--- src/rtl/ghash_tag_verify_if.sv ---
// ghash_tag_verify_if
//   Beat stream into the GHASH tag checker. The master presents 128-bit
//   GHASH input blocks and the received tag; the slave returns o_ready.
//   Signals:
//     i_valid  beat valid (master -> slave)
//     o_ready  slave can absorb a beat (slave -> master)
//     i_data   GHASH input block, [0:127], bit 0 = GCM MSB
//     i_last   beat is the len(A)||len(C) block
//     i_tag    received tag, meaningful on the i_last beat
interface ghash_tag_verify_if;
  logic         i_valid;
  logic         o_ready;
  logic [0:127] i_data;
  logic         i_last;
  logic [0:127] i_tag;

  modport master (output i_valid, i_data, i_last, i_tag, input o_ready);
  modport slave  (input i_valid, i_data, i_last, i_tag, output o_ready);
endinterface

--- src/rtl/ghash_tag_verify.sv ---
// ghash_tag_verify
//   Receive-side GCM tag check. Absorbs GHASH input blocks (AAD, ciphertext,
//   length block) through a bit-serial GF(2^128) multiply (128 cycles per
//   block), then forms tag = GHASH ^ E_K(J0) and compares it with the
//   received tag.
//   Ports:
//     clk, reset   clock; synchronous active-high reset
//     i_start      begin a message; loads i_h / i_ekj0, aborts any multiply
//     i_h          hash subkey H
//     i_ekj0       E_K(J0)
//     bus          beat stream (slave side): i_valid/o_ready/i_data/i_last/i_tag
//     o_done       one-cycle verdict pulse
//     o_pass       computed tag matched received tag
//     o_tag        computed tag
//   All 128-bit vectors are [0:127] with bit 0 the GCM MSB.
module ghash_tag_verify (
  input  logic                clk,
  input  logic                reset,
  input  logic                i_start,
  input  logic [0:127]        i_h,
  input  logic [0:127]        i_ekj0,
  ghash_tag_verify_if.slave   bus,
  output logic                o_done,
  output logic                o_pass,
  output logic [0:127]        o_tag
);

  // Reduction constant 0xE1 || 0^120 in GCM bit order.
  localparam logic [0:127] R_POLY = {8'hE1, 120'h0};

  typedef enum logic [1:0] {ST_IDLE, ST_WAIT, ST_MULT, ST_FINAL} state_t;

  state_t       state_q, state_d;
  logic [0:127] h_q, h_d, ekj0_q, ekj0_d, tag_r_q, tag_r_d;
  logic [0:127] y_q, y_d, z_q, z_d, v_q, v_d, x_q, x_d;
  logic [6:0]   cnt_q, cnt_d;
  logic         last_q, last_d;
  logic         done_q, done_d, pass_q, pass_d;
  logic [0:127] otag_q, otag_d;

  logic [0:127] z_step, v_step, tag_calc;

  // One iteration of SP 800-38D Alg. 1 for the bit currently scanned.
  assign z_step   = x_q[cnt_q] ? (z_q ^ v_q) : z_q;
  assign v_step   = v_q[127] ? ((v_q >> 1) ^ R_POLY) : (v_q >> 1);
  assign tag_calc = y_q ^ ekj0_q;

  always_comb begin
    state_d = state_q;
    h_d     = h_q;
    ekj0_d  = ekj0_q;
    tag_r_d = tag_r_q;
    y_d     = y_q;
    z_d     = z_q;
    v_d     = v_q;
    x_d     = x_q;
    cnt_d   = cnt_q;
    last_d  = last_q;
    done_d  = 1'b0;
    pass_d  = pass_q;
    otag_d  = otag_q;

    if (i_start) begin
      // Start wins over everything: a beat in the same cycle is dropped
      // and any in-flight multiply is abandoned.
      h_d     = i_h;
      ekj0_d  = i_ekj0;
      y_d     = '0;
      last_d  = 1'b0;
      pass_d  = 1'b0;
      otag_d  = '0;
      state_d = ST_WAIT;
    end else begin
      unique case (state_q)
        ST_IDLE: ;
        ST_WAIT: begin
          if (bus.i_valid) begin
            x_d     = y_q ^ bus.i_data;
            z_d     = '0;
            v_d     = h_q;
            cnt_d   = 7'd0;
            last_d  = bus.i_last;
            if (bus.i_last) tag_r_d = bus.i_tag;
            state_d = ST_MULT;
          end
        end
        ST_MULT: begin
          z_d   = z_step;
          v_d   = v_step;
          cnt_d = cnt_q + 7'd1;
          if (cnt_q == 7'd127) begin
            y_d     = z_step;
            state_d = last_q ? ST_FINAL : ST_WAIT;
          end
        end
        ST_FINAL: begin
          otag_d  = tag_calc;
          pass_d  = (tag_calc == tag_r_q);
          done_d  = 1'b1;
          state_d = ST_IDLE;
        end
        default: state_d = ST_IDLE;
      endcase
    end
  end

  always_ff @(posedge clk) begin
    if (reset) begin
      state_q <= ST_IDLE;
      h_q     <= '0;
      ekj0_q  <= '0;
      tag_r_q <= '0;
      y_q     <= '0;
      z_q     <= '0;
      v_q     <= '0;
      x_q     <= '0;
      cnt_q   <= '0;
      last_q  <= 1'b0;
      done_q  <= 1'b0;
      pass_q  <= 1'b0;
      otag_q  <= '0;
    end else begin
      state_q <= state_d;
      h_q     <= h_d;
      ekj0_q  <= ekj0_d;
      tag_r_q <= tag_r_d;
      y_q     <= y_d;
      z_q     <= z_d;
      v_q     <= v_d;
      x_q     <= x_d;
      cnt_q   <= cnt_d;
      last_q  <= last_d;
      done_q  <= done_d;
      pass_q  <= pass_d;
      otag_q  <= otag_d;
    end
  end

  // Ready decodes straight from the state register, so no input reaches it.
  assign bus.o_ready = (state_q == ST_WAIT);
  assign o_done      = done_q;
  assign o_pass      = pass_q;
  assign o_tag       = otag_q;

endmodule

--- src/flat_wrapper.sv ---
// flat-port wrapper written by rule: the top's interface ports become plain ports
module ghash_tag_verify_flat 
  (clk, reset, i_start, i_h, i_ekj0, o_done, o_pass, o_tag, bus_i_valid, bus_i_data, bus_i_last, bus_i_tag, bus_o_ready);
  ghash_tag_verify_if bus_i ();
  input  logic clk;
  input  logic reset;
  input  logic i_start;
  input  logic [0:127] i_h;
  input  logic [0:127] i_ekj0;
  output logic o_done;
  output logic o_pass;
  output logic [0:127] o_tag;
  input wire logic [$bits(bus_i.i_valid)-1:0] bus_i_valid;
  input wire logic [$bits(bus_i.i_data)-1:0] bus_i_data;
  input wire logic [$bits(bus_i.i_last)-1:0] bus_i_last;
  input wire logic [$bits(bus_i.i_tag)-1:0] bus_i_tag;
  output wire logic [$bits(bus_i.o_ready)-1:0] bus_o_ready;
  assign bus_i.i_valid = bus_i_valid;
  assign bus_i.i_data = bus_i_data;
  assign bus_i.i_last = bus_i_last;
  assign bus_i.i_tag = bus_i_tag;
  assign bus_o_ready = bus_i.o_ready;
  ghash_tag_verify u_core (.clk(clk), .reset(reset), .i_start(i_start), .i_h(i_h), .i_ekj0(i_ekj0), .bus(bus_i), .o_done(o_done), .o_pass(o_pass), .o_tag(o_tag));
endmodule
--- config.mk ---
export PLATFORM = sky130hd
export DESIGN_NAME = ghash_tag_verify_flat
export DESIGN_NICKNAME = d
export VERILOG_FILES = /design/src/rtl/ghash_tag_verify_if.sv /design/src/rtl/ghash_tag_verify.sv /design/src/flat_wrapper.sv
export SDC_FILE = /design/constraint.sdc
export NUM_CORES = 2
export LEC_CHECK = 0
export ABC_AREA = 0
export CAP_MARGIN = 20
export CORE_ASPECT_RATIO = 0.9
export CORE_MARGIN = 3
export CORE_UTILIZATION = 49
export CTS_CLUSTER_SIZE = 16
export DETAILED_ROUTE_END_ITERATION = 16
export PLACE_DENSITY = 0.75
export SYNTH_ARGS = -nofsm -noshare
export SYNTH_HDL_FRONTEND = slang
export SYNTH_SLANG_ARGS = --single-unit
--- constraint.sdc ---
create_clock -name clk -period 2.92 [get_ports clk]
set_clock_uncertainty 0.2 [all_clocks]
set_input_delay 0.584 -clock clk [delete_from_list [all_inputs] [get_ports clk]]
set_output_delay 0.584 -clock clk [all_outputs]
set_load 0.01 [all_outputs]
==> results.txt <==
layout cells sized above 1: 0.117
Root Buffer: clkbuf_16
EDFF count, synth: 0
total power: 32.9 mW
Ys Warns: 0
CP required: 3320 ps
Slew HR: 0.355
number of global-route vias before repair: 37,600
CTS Buffer Depth: 3
crit-path cells: buf_12 -> buf_16 -> mux2i_1 -> a221oi_2 -> a221oi_2 -> a21oi_2 -> buf_4 -> a21o_4 -> buf_16 -> nand3_2 -> or3_1 -> a21oi_2
max incr delay on CP: 410 ps
worst path bufs/invs: 4
commonest cells after routing, fill and taps aside: 1,034 x dfxtp_1, 696 x nor2_1, 645 x clkdlybuf4s50_1
core area: 88,700 µm²
post-synthesis cell type count: 47
Clock Latency Late Sink: 690 ps
Final Setup Violations: 258
die area: 94,100 µm²
crit-path leading delay family: compound AO/OA/AOI/OAI gates
Hold Violations, Final: 0
Via Count: 40,600
most common cell after layout, fill and taps aside: dfxtp_1
# port buffers: 647
sequential area share after synthesis: 0.468
DP Wirelength: 128 mm
hold_sp: reset
HP Class: in -> reg
CTS clk-pin slew, worst paths: 60 ps
run status: complete, but fails checks
cells after synthesis: 4,879
gr ovfl total: 0
Peak VDD IR: 0.501 mV
syn avg cell area: 9.08 µm²
final worst slack: -304 ps
DIE WIDTH: 323 µm
CP endpoint kind: flip-flop
drt total wl: 176 mm
violated checks: negative setup slack
H-tree depth: 3
Die Height: 291 µm
DRC: 0
CP Max Fanout: 31
Initial Util: 0.500
pre-CTS setup slack: -354 ps
row cnt: 103
DRT Pass-1 Iters: 7
Power per Cell Area: 564 nW/µm²
Mapped Area: 44,300 µm²
Critical Path Source Type: flip-flop
antenna-violating nets left: 0
ratio of final minimum period to clock period: 1.10
Critical-path top delay cell: a221oi_2
post-route minimum period: 3220 ps
total CTS buffers: 107
crit path kind: reg -> reg
dpl cells: 6,595
Layout Cells excl Fill: 6,832
Worst R2R Start: u_core.cnt_q[0]
Critical Path Source: u_core.cnt_q[0]
first-pass GRT wire length: 250 mm
Slew Limit Fails: 0
GP Congestion: 1.02
Yosys reg bits: 1,036
# hold bufs at CTS: 0
area grow syn2layout: 31.8%
Slew @ Worst Pin: 967 ps
MaxCap Viol Count: 0
syn nets: 5,401
Nets: 6,093
routed len/inst: 25.7 µm
largest net degree at the start of global routing: 179
Leakage: 20.3 nW
asr flop ratio synth: 0
Synth Flop Type: dfxtp_1
CTS sink count: 1,036
CTS tree: yes
1st-iter DRT viols: 5,078
io pins: 648
unrepaired setup endpoints after global routing: true
Max Clock Freq: 310 MHz
Arr. time, crit path: 3620 ps
GRT Total Usage: 0.355
vias per cell: 5.94
initial antenna violation count: 26
[cells in the mapped netlist, drive strengths merged (3+ instances only)]
cell type | instances | area share
a211oi | 412 | 0.070
a21oi | 388 | 0.044
a221oi | 12 | 0.0025
a22oi | 10 | 0.0017
a31oi | 129 | 0.018
and2 | 3 | 0.00042
buf | 118 | 0.017
clkbuf | 296 | 0.025
dfxtp | 1036 | 0.47
ha | 5 | 0.0014
inv | 4 | 0.00034
mux2i | 399 | 0.090
mux4 | 26 | 0.013
nand2 | 291 | 0.025
nand2b | 6 | 0.00085
nand3 | 136 | 0.015
nand4 | 13 | 0.0018
nor2 | 698 | 0.059
nor2b | 5 | 0.00071
nor3 | 6 | 0.00068
nor4 | 14 | 0.0020
o2111ai | 5 | 0.00099
o211ai | 5 | 0.00085
o21ai | 240 | 0.027
o221ai | 6 | 0.0012
o22ai | 14 | 0.0020
o2bb2ai | 4 | 0.00079
or3 | 129 | 0.018
or4 | 3 | 0.00051
xnor2 | 290 | 0.057
xor2 | 162 | 0.032
[layout make-up]
type | instances | area [µm²]
antenna | 17 | 42.5
clock buffer | 155 | 3200
clock inverter | 43 | 489
fill | 7055 | 30200
inverter | 5 | 21.3
multi-input combinational | 3425 | 22300
sequential | 1036 | 20700
tap | 1155 | 1450
timing repair buffer | 996 | 10200
[through the flow]
stage / cell area [µm²] / util / setup TNS, ps / hold WS, ps
finish: 58400 / 0.659 / -51170 / 38.4
global route: 58400 / 0.659 / -74890 / 25.4
floorplan: 44300 / - / -60.3 / 237
CTS: 57900 / 0.653 / -41440 / 4.38
global placement: 53900 / 0.607 / -33280 / 252
detailed placement: 53900 / 0.607 / -42670 / 259
[repair_timing]
action / 4_1_cts / 5_1_grt
endpoints found under the hold margin: 0 / 0
pin swaps: 25 / 39
gates resized for setup: 42 / 80
setup endpoints to repair: 258 / 258
setup buffers: 6 / 8
cloned: 3 / 5
[state kept, by name, indices dropped and copies added, names as in the netlist]
signal and count:
u_core.h_q 128, u_core.cnt_q 7, u_core.v_q 128, u_core.last_q 1, u_core.x_q 128, u_core.o_pass 1
u_core.state_q 2, u_core.tag_r_q 128, u_core.y_q 128, u_core.o_done 1, u_core.ekj0_q 128, u_core.z_q 128
u_core.o_tag 128
[per-layer routing]
layer / GRT usage / wire length, µm / share of wire / vias to the layer above
met2: 0.518 / 74200 / 0.42 / 2154
met3: 0.0891 / 18900 / 0.11 / 436
li1: - / - / - / 18600
met5: 0 / 138 / 0.00079 / -
met1: 0.484 / 72000 / 0.41 / 19400
met4: 0.185 / 10400 / 0.059 / 18
[final timing paths]
path              cells after the start  slack (ps)                   to
setup / recovery                     12        -300       u_core.z_q[85]
hold / removal                        2          40      u_core.h_q[120]
setup reg to reg                     12        -300       u_core.z_q[85]
hold reg to reg                       2         270  u_core.tag_r_q[107]
[report_power, final]
part	internal (mW)	switching [mW]	total, mW
registers	14.6	0.463	15.1
clock network	8.40	5.92	14.3
logic	1.69	1.84	3.53
[logic make-up after synthesis]
family | after synthesis | share of synthesized area
muxes | 425 | 0.103
AOI/OAI and AO/OA | 1232 | 0.170
and+or+nand+nor | 1310 | 0.125
buffers and inverters | 419 | 0.0421
DFF | 1036 | 0.468
adders and majority gates | 5 | 0.00141
xor gates and xnor gates | 452 | 0.0893
No activity file was read; power rests on OpenSTA's default activity.
